### src/rtl/conv_fx_pkg.sv
// Shared types and fixed-point helpers for the fixed-point convolution layer.
// Round/saturate work on a 64-bit intermediate so any DATA_W/FRAC_W/ACC_W up to ~60 bits fits.
package conv_fx_pkg;
   localparam int IDX_W = 16;

   typedef enum logic [1:0] {ST_IDLE, ST_MAC, ST_FIN, ST_DONE} state_e;

   function automatic int clog2w(input int n);
      return (n > 1) ? $clog2(n) : 1;
   endfunction

   // Round half up, then drop FRAC_W fractional bits.
   function automatic logic signed [63:0] round_hu(input logic signed [63:0] v, input int frac_w);
      if (frac_w == 0) return v;
      return (v + (64'sd1 <<< (frac_w - 1))) >>> frac_w;
   endfunction

   function automatic logic signed [63:0] sat(input logic signed [63:0] v, input int data_w);
      logic signed [63:0] hi, lo;
      hi = (64'sd1 <<< (data_w - 1)) - 64'sd1;
      lo = -(64'sd1 <<< (data_w - 1));
      if (v > hi) return hi;
      if (v < lo) return lo;
      return v;
   endfunction
endpackage

### src/rtl/conv_fx_addr_gen.sv
// Loop counters (oc, oy, ox, ky, kx) plus padding-aware input coordinates.
module conv_fx_addr_gen
   import conv_fx_pkg::*;
#(
   parameter int NUM_OUTPUTS = 1,
   parameter int IN_DIM      = 5,
   parameter int KERNEL_DIM  = 3,
   parameter int STRIDE      = 1,
   parameter int PAD         = 0,
   parameter int OUT_DIM     = 3
)(
   input  logic                    clk,
   input  logic                    rst_n,
   input  logic                    i_clear,
   input  logic                    i_tap,
   input  logic                    i_pix,
   output logic [IDX_W-1:0]        o_oc,
   output logic [IDX_W-1:0]        o_oy,
   output logic [IDX_W-1:0]        o_ox,
   output logic [IDX_W-1:0]        o_ky,
   output logic [IDX_W-1:0]        o_kx,
   output logic signed [31:0]      o_iy,
   output logic signed [31:0]      o_ix,
   output logic                    o_in_bounds,
   output logic                    o_last_tap,
   output logic                    o_last_pixel
);
   localparam logic [IDX_W-1:0] ONE   = IDX_W'(1);
   localparam logic [IDX_W-1:0] K_MAX = IDX_W'(KERNEL_DIM - 1);
   localparam logic [IDX_W-1:0] O_MAX = IDX_W'(OUT_DIM - 1);
   localparam logic [IDX_W-1:0] C_MAX = IDX_W'(NUM_OUTPUTS - 1);

   logic [IDX_W-1:0] r_oc, r_oy, r_ox, r_ky, r_kx;

   always_ff @(posedge clk or negedge rst_n) begin
      if (!rst_n) begin
         r_oc <= '0; r_oy <= '0; r_ox <= '0; r_ky <= '0; r_kx <= '0;
      end else if (i_clear) begin
         r_oc <= '0; r_oy <= '0; r_ox <= '0; r_ky <= '0; r_kx <= '0;
      end else if (i_tap) begin
         if (r_kx == K_MAX) begin
            r_kx <= '0;
            r_ky <= (r_ky == K_MAX) ? '0 : r_ky + ONE;
         end else begin
            r_kx <= r_kx + ONE;
         end
      end else if (i_pix) begin
         if (r_ox == O_MAX) begin
            r_ox <= '0;
            if (r_oy == O_MAX) begin
               r_oy <= '0;
               r_oc <= (r_oc == C_MAX) ? '0 : r_oc + ONE;
            end else begin
               r_oy <= r_oy + ONE;
            end
         end else begin
            r_ox <= r_ox + ONE;
         end
      end
   end

   assign o_oc = r_oc;
   assign o_oy = r_oy;
   assign o_ox = r_ox;
   assign o_ky = r_ky;
   assign o_kx = r_kx;
   assign o_iy = int'(r_oy) * STRIDE + int'(r_ky) - PAD;
   assign o_ix = int'(r_ox) * STRIDE + int'(r_kx) - PAD;
   assign o_in_bounds  = (o_iy >= 0) && (o_iy < IN_DIM) && (o_ix >= 0) && (o_ix < IN_DIM);
   assign o_last_tap   = (r_ky == K_MAX) && (r_kx == K_MAX);
   assign o_last_pixel = (r_oc == C_MAX) && (r_oy == O_MAX) && (r_ox == O_MAX);
endmodule

### src/rtl/conv_layer_fx.sv
// Fixed-point KxK convolution layer: one output pixel per K*K+1 cycles, all input
// channels reduced in parallel lanes, with stride, zero padding, saturation and ReLU.
module conv_layer_fx
   import conv_fx_pkg::*;
#(
   parameter int NUM_INPUTS  = 1,
   parameter int NUM_OUTPUTS = 1,
   parameter int IN_DIM      = 5,
   parameter int KERNEL_DIM  = 3,
   parameter int STRIDE      = 1,
   parameter int PAD         = 0,
   parameter int DATA_W      = 16,
   parameter int FRAC_W      = 8,
   parameter int ACC_W       = 40,
   parameter int RELU_EN     = 1,
   parameter int OUT_DIM     = (IN_DIM + 2*PAD - KERNEL_DIM) / STRIDE + 1
)(
   input  logic              clk,
   input  logic              rst_n,
   input  logic              i_start,
   output logic              o_busy,
   output logic              o_done,
   input  logic              i_act_we,
   input  logic [IDX_W-1:0]  i_act_ch,
   input  logic [IDX_W-1:0]  i_act_y,
   input  logic [IDX_W-1:0]  i_act_x,
   input  logic [DATA_W-1:0] i_act_wdata,
   input  logic              i_wt_we,
   input  logic [IDX_W-1:0]  i_wt_in,
   input  logic [IDX_W-1:0]  i_wt_out,
   input  logic [IDX_W-1:0]  i_wt_ky,
   input  logic [IDX_W-1:0]  i_wt_kx,
   input  logic [DATA_W-1:0] i_wt_wdata,
   input  logic              i_bias_we,
   input  logic [IDX_W-1:0]  i_bias_idx,
   input  logic [DATA_W-1:0] i_bias_wdata,
   input  logic [IDX_W-1:0]  i_rd_ch,
   input  logic [IDX_W-1:0]  i_rd_y,
   input  logic [IDX_W-1:0]  i_rd_x,
   output logic [DATA_W-1:0] o_rd_data
);
   localparam int ACT_N  = NUM_INPUTS * IN_DIM * IN_DIM;
   localparam int WT_N   = NUM_OUTPUTS * NUM_INPUTS * KERNEL_DIM * KERNEL_DIM;
   localparam int OUT_N  = NUM_OUTPUTS * OUT_DIM * OUT_DIM;
   localparam int ACT_AW = clog2w(ACT_N);
   localparam int WT_AW  = clog2w(WT_N);
   localparam int OUT_AW = clog2w(OUT_N);
   localparam int B_AW   = clog2w(NUM_OUTPUTS);

   state_e r_state, w_next;
   logic   w_load_ok, w_accept, w_tap, w_pix, w_first_tap;
   logic   w_inb, w_last_tap, w_last_pix;
   logic [IDX_W-1:0]   w_oc, w_oy, w_ox, w_ky, w_kx;
   logic signed [31:0] w_iy, w_ix;

   logic signed [DATA_W-1:0]   r_act  [ACT_N];
   logic signed [DATA_W-1:0]   r_wt   [WT_N];
   logic signed [DATA_W-1:0]   r_bias [NUM_OUTPUTS];
   logic signed [DATA_W-1:0]   r_out  [OUT_N];
   logic signed [ACC_W-1:0]    r_acc  [NUM_INPUTS];
   logic signed [2*DATA_W-1:0] w_prod [NUM_INPUTS];
   logic signed [63:0]         w_sum, w_rnd;
   logic signed [DATA_W-1:0]   w_res;

   assign w_load_ok = (r_state == ST_IDLE) || (r_state == ST_DONE);
   assign w_accept  = i_start && w_load_ok;

   always_ff @(posedge clk or negedge rst_n) begin
      if (!rst_n) r_state <= ST_IDLE;
      else        r_state <= w_next;
   end

   always_comb begin
      w_next = r_state;
      case (r_state)
         ST_IDLE, ST_DONE: if (i_start) w_next = ST_MAC;
         ST_MAC:           if (w_last_tap) w_next = ST_FIN;
         ST_FIN:           w_next = w_last_pix ? ST_DONE : ST_MAC;
         default:          w_next = ST_IDLE;
      endcase
   end

   always_comb begin
      o_busy = 1'b0;
      o_done = 1'b0;
      w_tap  = 1'b0;
      w_pix  = 1'b0;
      case (r_state)
         ST_MAC:  begin o_busy = 1'b1; w_tap = 1'b1; end
         ST_FIN:  begin o_busy = 1'b1; w_pix = 1'b1; end
         ST_DONE: o_done = 1'b1;
         default: ;
      endcase
   end

   conv_fx_addr_gen #(
      .NUM_OUTPUTS(NUM_OUTPUTS), .IN_DIM(IN_DIM), .KERNEL_DIM(KERNEL_DIM),
      .STRIDE(STRIDE), .PAD(PAD), .OUT_DIM(OUT_DIM)
   ) u_addr (
      .clk(clk), .rst_n(rst_n), .i_clear(w_accept), .i_tap(w_tap), .i_pix(w_pix),
      .o_oc(w_oc), .o_oy(w_oy), .o_ox(w_ox), .o_ky(w_ky), .o_kx(w_kx),
      .o_iy(w_iy), .o_ix(w_ix), .o_in_bounds(w_inb),
      .o_last_tap(w_last_tap), .o_last_pixel(w_last_pix)
   );

   // Loads are only honoured while idle/done, so a start in the same cycle sees them.
   always_ff @(posedge clk) begin
      if (w_load_ok && i_act_we && i_act_ch < IDX_W'(NUM_INPUTS) &&
          i_act_y < IDX_W'(IN_DIM) && i_act_x < IDX_W'(IN_DIM))
         r_act[ACT_AW'((int'(i_act_ch)*IN_DIM + int'(i_act_y))*IN_DIM + int'(i_act_x))] <= i_act_wdata;
      if (w_load_ok && i_wt_we && i_wt_out < IDX_W'(NUM_OUTPUTS) && i_wt_in < IDX_W'(NUM_INPUTS) &&
          i_wt_ky < IDX_W'(KERNEL_DIM) && i_wt_kx < IDX_W'(KERNEL_DIM))
         r_wt[WT_AW'(((int'(i_wt_out)*NUM_INPUTS + int'(i_wt_in))*KERNEL_DIM + int'(i_wt_ky))*KERNEL_DIM
                     + int'(i_wt_kx))] <= i_wt_wdata;
      if (w_load_ok && i_bias_we && i_bias_idx < IDX_W'(NUM_OUTPUTS))
         r_bias[B_AW'(i_bias_idx)] <= i_bias_wdata;
      if (w_pix)
         r_out[OUT_AW'((int'(w_oc)*OUT_DIM + int'(w_oy))*OUT_DIM + int'(w_ox))] <= w_res;
   end

   for (genvar g = 0; g < NUM_INPUTS; g++) begin : g_lane
      logic signed [DATA_W-1:0] w_a, w_w;
      assign w_a = w_inb ? r_act[ACT_AW'((g*IN_DIM + w_iy)*IN_DIM + w_ix)] : '0;
      assign w_w = r_wt[WT_AW'(((int'(w_oc)*NUM_INPUTS + g)*KERNEL_DIM + int'(w_ky))*KERNEL_DIM
                               + int'(w_kx))];
      assign w_prod[g] = w_a * w_w;
   end

   assign w_first_tap = (w_ky == '0) && (w_kx == '0);

   always_ff @(posedge clk or negedge rst_n) begin
      if (!rst_n) begin
         for (int i = 0; i < NUM_INPUTS; i++) r_acc[i] <= '0;
      end else if (w_tap) begin
         for (int i = 0; i < NUM_INPUTS; i++)
            r_acc[i] <= (w_first_tap ? '0 : r_acc[i]) + ACC_W'(w_prod[i]);
      end
   end

   always_comb begin
      w_sum = 64'(r_bias[B_AW'(w_oc)]) <<< FRAC_W;
      for (int i = 0; i < NUM_INPUTS; i++) w_sum = w_sum + 64'(r_acc[i]);
      w_rnd = sat(round_hu(w_sum, FRAC_W), DATA_W);
      if (RELU_EN != 0 && w_rnd < 0) w_rnd = '0;
      w_res = DATA_W'(w_rnd);
   end

   always_comb begin
      o_rd_data = '0;
      if (i_rd_ch < IDX_W'(NUM_OUTPUTS) && i_rd_y < IDX_W'(OUT_DIM) && i_rd_x < IDX_W'(OUT_DIM))
         o_rd_data = r_out[OUT_AW'((int'(i_rd_ch)*OUT_DIM + int'(i_rd_y))*OUT_DIM + int'(i_rd_x))];
   end
endmodule

### config.mk
export PLATFORM = sky130hd
export DESIGN_NAME = conv_layer_fx
export DESIGN_NICKNAME = d
export VERILOG_FILES = /design/src/rtl/conv_fx_pkg.sv /design/src/rtl/conv_fx_addr_gen.sv /design/src/rtl/conv_layer_fx.sv
export SDC_FILE = /design/constraint.sdc
export NUM_CORES = 2
export LEC_CHECK = 0
export BUFFER_PORTS_ARGS = -buffer_cell sky130_fd_sc_hd__buf_2
export CAP_MARGIN = 20
export CELL_PAD_IN_SITES_DETAIL_PLACEMENT = 1
export CELL_PAD_IN_SITES_GLOBAL_PLACEMENT = 1
export CORE_ASPECT_RATIO = 0.9
export CORE_MARGIN = 2
export CORE_UTILIZATION = 30
export CTS_CLUSTER_SIZE = 20
export DETAILED_ROUTE_END_ITERATION = 7
export PLACE_DENSITY_LB_ADDON = 0.1
export SETUP_SLACK_MARGIN = 0.5
export SYNTH_ARGS = -nofsm -noshare
export SYNTH_HDL_FRONTEND = slang
export SYNTH_SLANG_ARGS = --single-unit
### constraint.sdc
create_clock -name clk -period 19 [get_ports clk]
set_input_delay 1.9 -clock clk [delete_from_list [all_inputs] [get_ports clk]]
set_output_delay 1.9 -clock clk [all_outputs]
set_load 0.1 [all_outputs]
==> flow_summary.yaml <==
synth:
  synth_ff_type: "edfxtp_1"
  synth_cells: 3970
  synth_compound_area_frac: 0.0686
  synth_top_family_by_area: "adder cells"
  synth.area.mux_share: 0.0971
  synth_xor_area_frac: 0.0318
  syn_nets: 4747
  yosysWarningCount: 0
  synth_seq_cells: 826
  synth_cell_types: 88
  synth.avg_cell_area_sq_um: 12.7
  syn_area_sq_mm: 0.0505
  synth-adder-area-share: 0.179
  synth_edf_count: 704
  synthSimpleGateAreaFrac: 0.103
  async_flop_share: 0.148
  ys_seq_area_frac: 0.479
sta:
  hold_viol: 0
  holdWs_ns: 0.497
  fmax_mhz: 71.0
  tns_ns: 0
  worst_slack_ns: 4.91
  maxSlewViolCount: 0
  skew_ns: 0.0522
  fin_crit_ns: 14.09
  setup_viol: 0
  grt_setup_unrepaired: "false"
  relSlewSlack: 0.276
  tightest_slew_ns: 1.08
  fin_crit_sh: 0.742
floorplanning:
  dieWidth_um: 437
  rows: 142
  start_util: 0.303
  die_h_um: 393
  num_io_pins: 248
  core_area_sq_mm: 0.167
  dieArea_sq_mm: 0.172
finish:
  final_util: 0.348
  drive_gt1_frac: 0.181
  nets: 5050
  fin_area_sq_mm: 0.0581
  syn_to_final_growth_pct: 15.0
  n_fill_cell: 17774
  fin_cells: 6586
grt:
  grt-ovfl-total: 0
  grt_max_degree: 80
  grt_pass1_wl_um: 220000
  grt_pass1_vias: 35643
  antenna_found_initial: 4
  gr-usage-all-layers: 0.166
setup_path:
  crit_fanout: 79
  slowest_stage: "nand3_1"
  arrival_ns: 14.68
  critPathMaxStageDelay_ns: 0.70
  path_class: "reg -> reg"
  r2r_setup_slack_ns: 4.91
  endpoint_kind: "flip-flop"
  crit_top_cell: "fa_1"
  r2r-start: "u_addr.o_kx[0]"
  rr_worst_depth: 43
  timing.rr.end: "r_acc[39]"
  cp.required_ns: 19.59
  cp-start-kind: "flip-flop"
place:
  place.gp.congestion: 0.771
  numPlacedInstances: 6408
  place_area_sq_mm: 0.0550
  dpl.hpwl_um: 99700
  portBuffers: 247
  dp_slack_ns: 4.82
detailed_routing:
  firstDrtPassIters: 6
  via_per_inst: 4.93
  drtIter0Drc: 1785
  routed_wl_um: 141000
  wl_per_cell_um: 21.4
  ant_nets: 0
  num_vias: 32455
  drc: 0
power:
  irDropWorstVdd_v: 0.0000653
  p_leak_nw: 22.6
  total_power_mw: 4.19
  power_density_mw_per_mm2: 72.0
outcome:
  status: "finished, final reports clean"
min_path:
  hold_depth: 1
  min_delay_worst_endpoint: "r_acc[4]"
  min_from: "r_acc[4]"
  hold_class: "reg -> reg"
clock_network:
  htree_levels: 3
  tritoncts: "done"
  ctsResizeCount: 0
  post-cts-setup-buffer-count: 0
  path_clk_slew_ns: 0.06
  cts_buffer_depth: 3
  cts_sinks: 826
  insertion_delay_ns: 0.70
  cts_hold_buf: 0
  clock-root-buffer: "clkbuf_16"
  cts_inserted_buffers: 95
flow_run:
  cap_violations: 0
worst max-delay path, delay by kind of cell (launching register included):
family | cells | cell delay (ns)
XOR/XNOR | 1 | 0.09
AND/OR/NAND/NOR | 13 | 3.99
flip-flops | 1 | 0.47
AO/OA/AOI/OAI | 14 | 4.03
multiplexers | 1 | 0.37
buffers and inverters | 4 | 0.79
adder cells (fa/ha/maj) | 10 | 4.17
where the power goes:
part	switching, mW	internal [mW]
clock	0.785	1.05
combinational	0.232	0.152
sequential	0	1.96
total	1.02	3.17
logic make-up after synthesis:
logic type / after synthesis
xor gates and xnor gates: 179
adders and majority gates: 548
DFF: 826
AOI/OAI and AO/OA: 556
buffers and inverters: 540
muxes: 266
and+or+nand+nor: 1055
worst max path at each step:
stage,slack (ns),from,to
2_1_floorplan,6.79,u_addr.o_oy[0],r_acc[39]
3_3_place_gp,5.00,u_addr.o_oc[0],r_acc[39]
3_5_place_dp,4.82,u_addr.o_oc[0],r_acc[39]
4_1_cts,4.75,u_addr.o_oc[0],r_acc[39]
5_1_grt,3.68,u_addr.o_ky[1],r_acc[39]
6_report,4.91,u_addr.o_kx[0],r_acc[39]
layer usage:
| metal | vias to the layer above | global-route usage | part of all wire |
|---|---|---|---|
| met4 | 2 | 0.0352 | 0.020 |
| met5 | - | 0 | 0.000092 |
| met1 | 16855 | 0.239 | 0.48 |
| li1 | 15011 | - | - |
| met3 | 151 | 0.0218 | 0.031 |
| met2 | 436 | 0.267 | 0.46 |
placed cells by master (no fill, tap or decap), drive strengths merged, types with 33 or more instances in the layout:
cell    synthesis  layout
nor4           68      68
inv           403     406
mux2           35      35
dfrtp         122     122
xor2           59      59
xnor2         117     117
fa            294     294
and2           61      61
nor2          333     333
clkinv          0      36
buf            38     343
o21ai         186     186
nand2         215     215
nand4         102     102
a21oi         145     145
mux4          176     176
a21o           64      64
mux2i          55      55
clkbuf         99     121
nand3          65      65
a211oi         33      33
ha            253     253
edfxtp        704     704
cell type report:
class,instances,area (sq um),area share
Clock inverter,52,629,0.0108
Inverter,403,1510,0.0260
Multi-Input combinational cell,2604,24500,0.421
Clock buffer,121,2470,0.0426
Timing Repair Buffer,343,2030,0.0349
Antenna cell,5,12.5,0.000215
Sequential cell,826,24200,0.416
Tap cell,2232,2790,0.0481
registers in the layout, indices dropped and copies added, names as in the netlist:
name	flops
u_addr.o_oy	16
u_addr.o_ky	16
u_addr.o_kx	16
u_addr.o_ox	16
r_bias	16
r_state	2
u_addr.o_oc	16
r_act	400
r_acc	40
r_wt	144
r_out	144
cells in the mapped netlist (all sizes together) (33+ instances only):
cell type    n  share of area
ha         253          0.063
nand4      102          0.013
o21ai      186          0.019
inv        403          0.030
and2        61         0.0076
xor2        59          0.010
a21o        64         0.0097
nand2      215          0.016
mux4       176          0.078
mux2i       55          0.011
buf         38         0.0036
xnor2      117          0.020
clkbuf      99         0.0074
nand3       65         0.0068
a211oi      33         0.0049
dfrtp      122          0.060
mux2        35         0.0078
nor4        68         0.0084
fa         294           0.12
nor2       333          0.025
edfxtp     704           0.42
a21oi      145          0.014
Note: power is estimated with default switching activity, not from simulation.
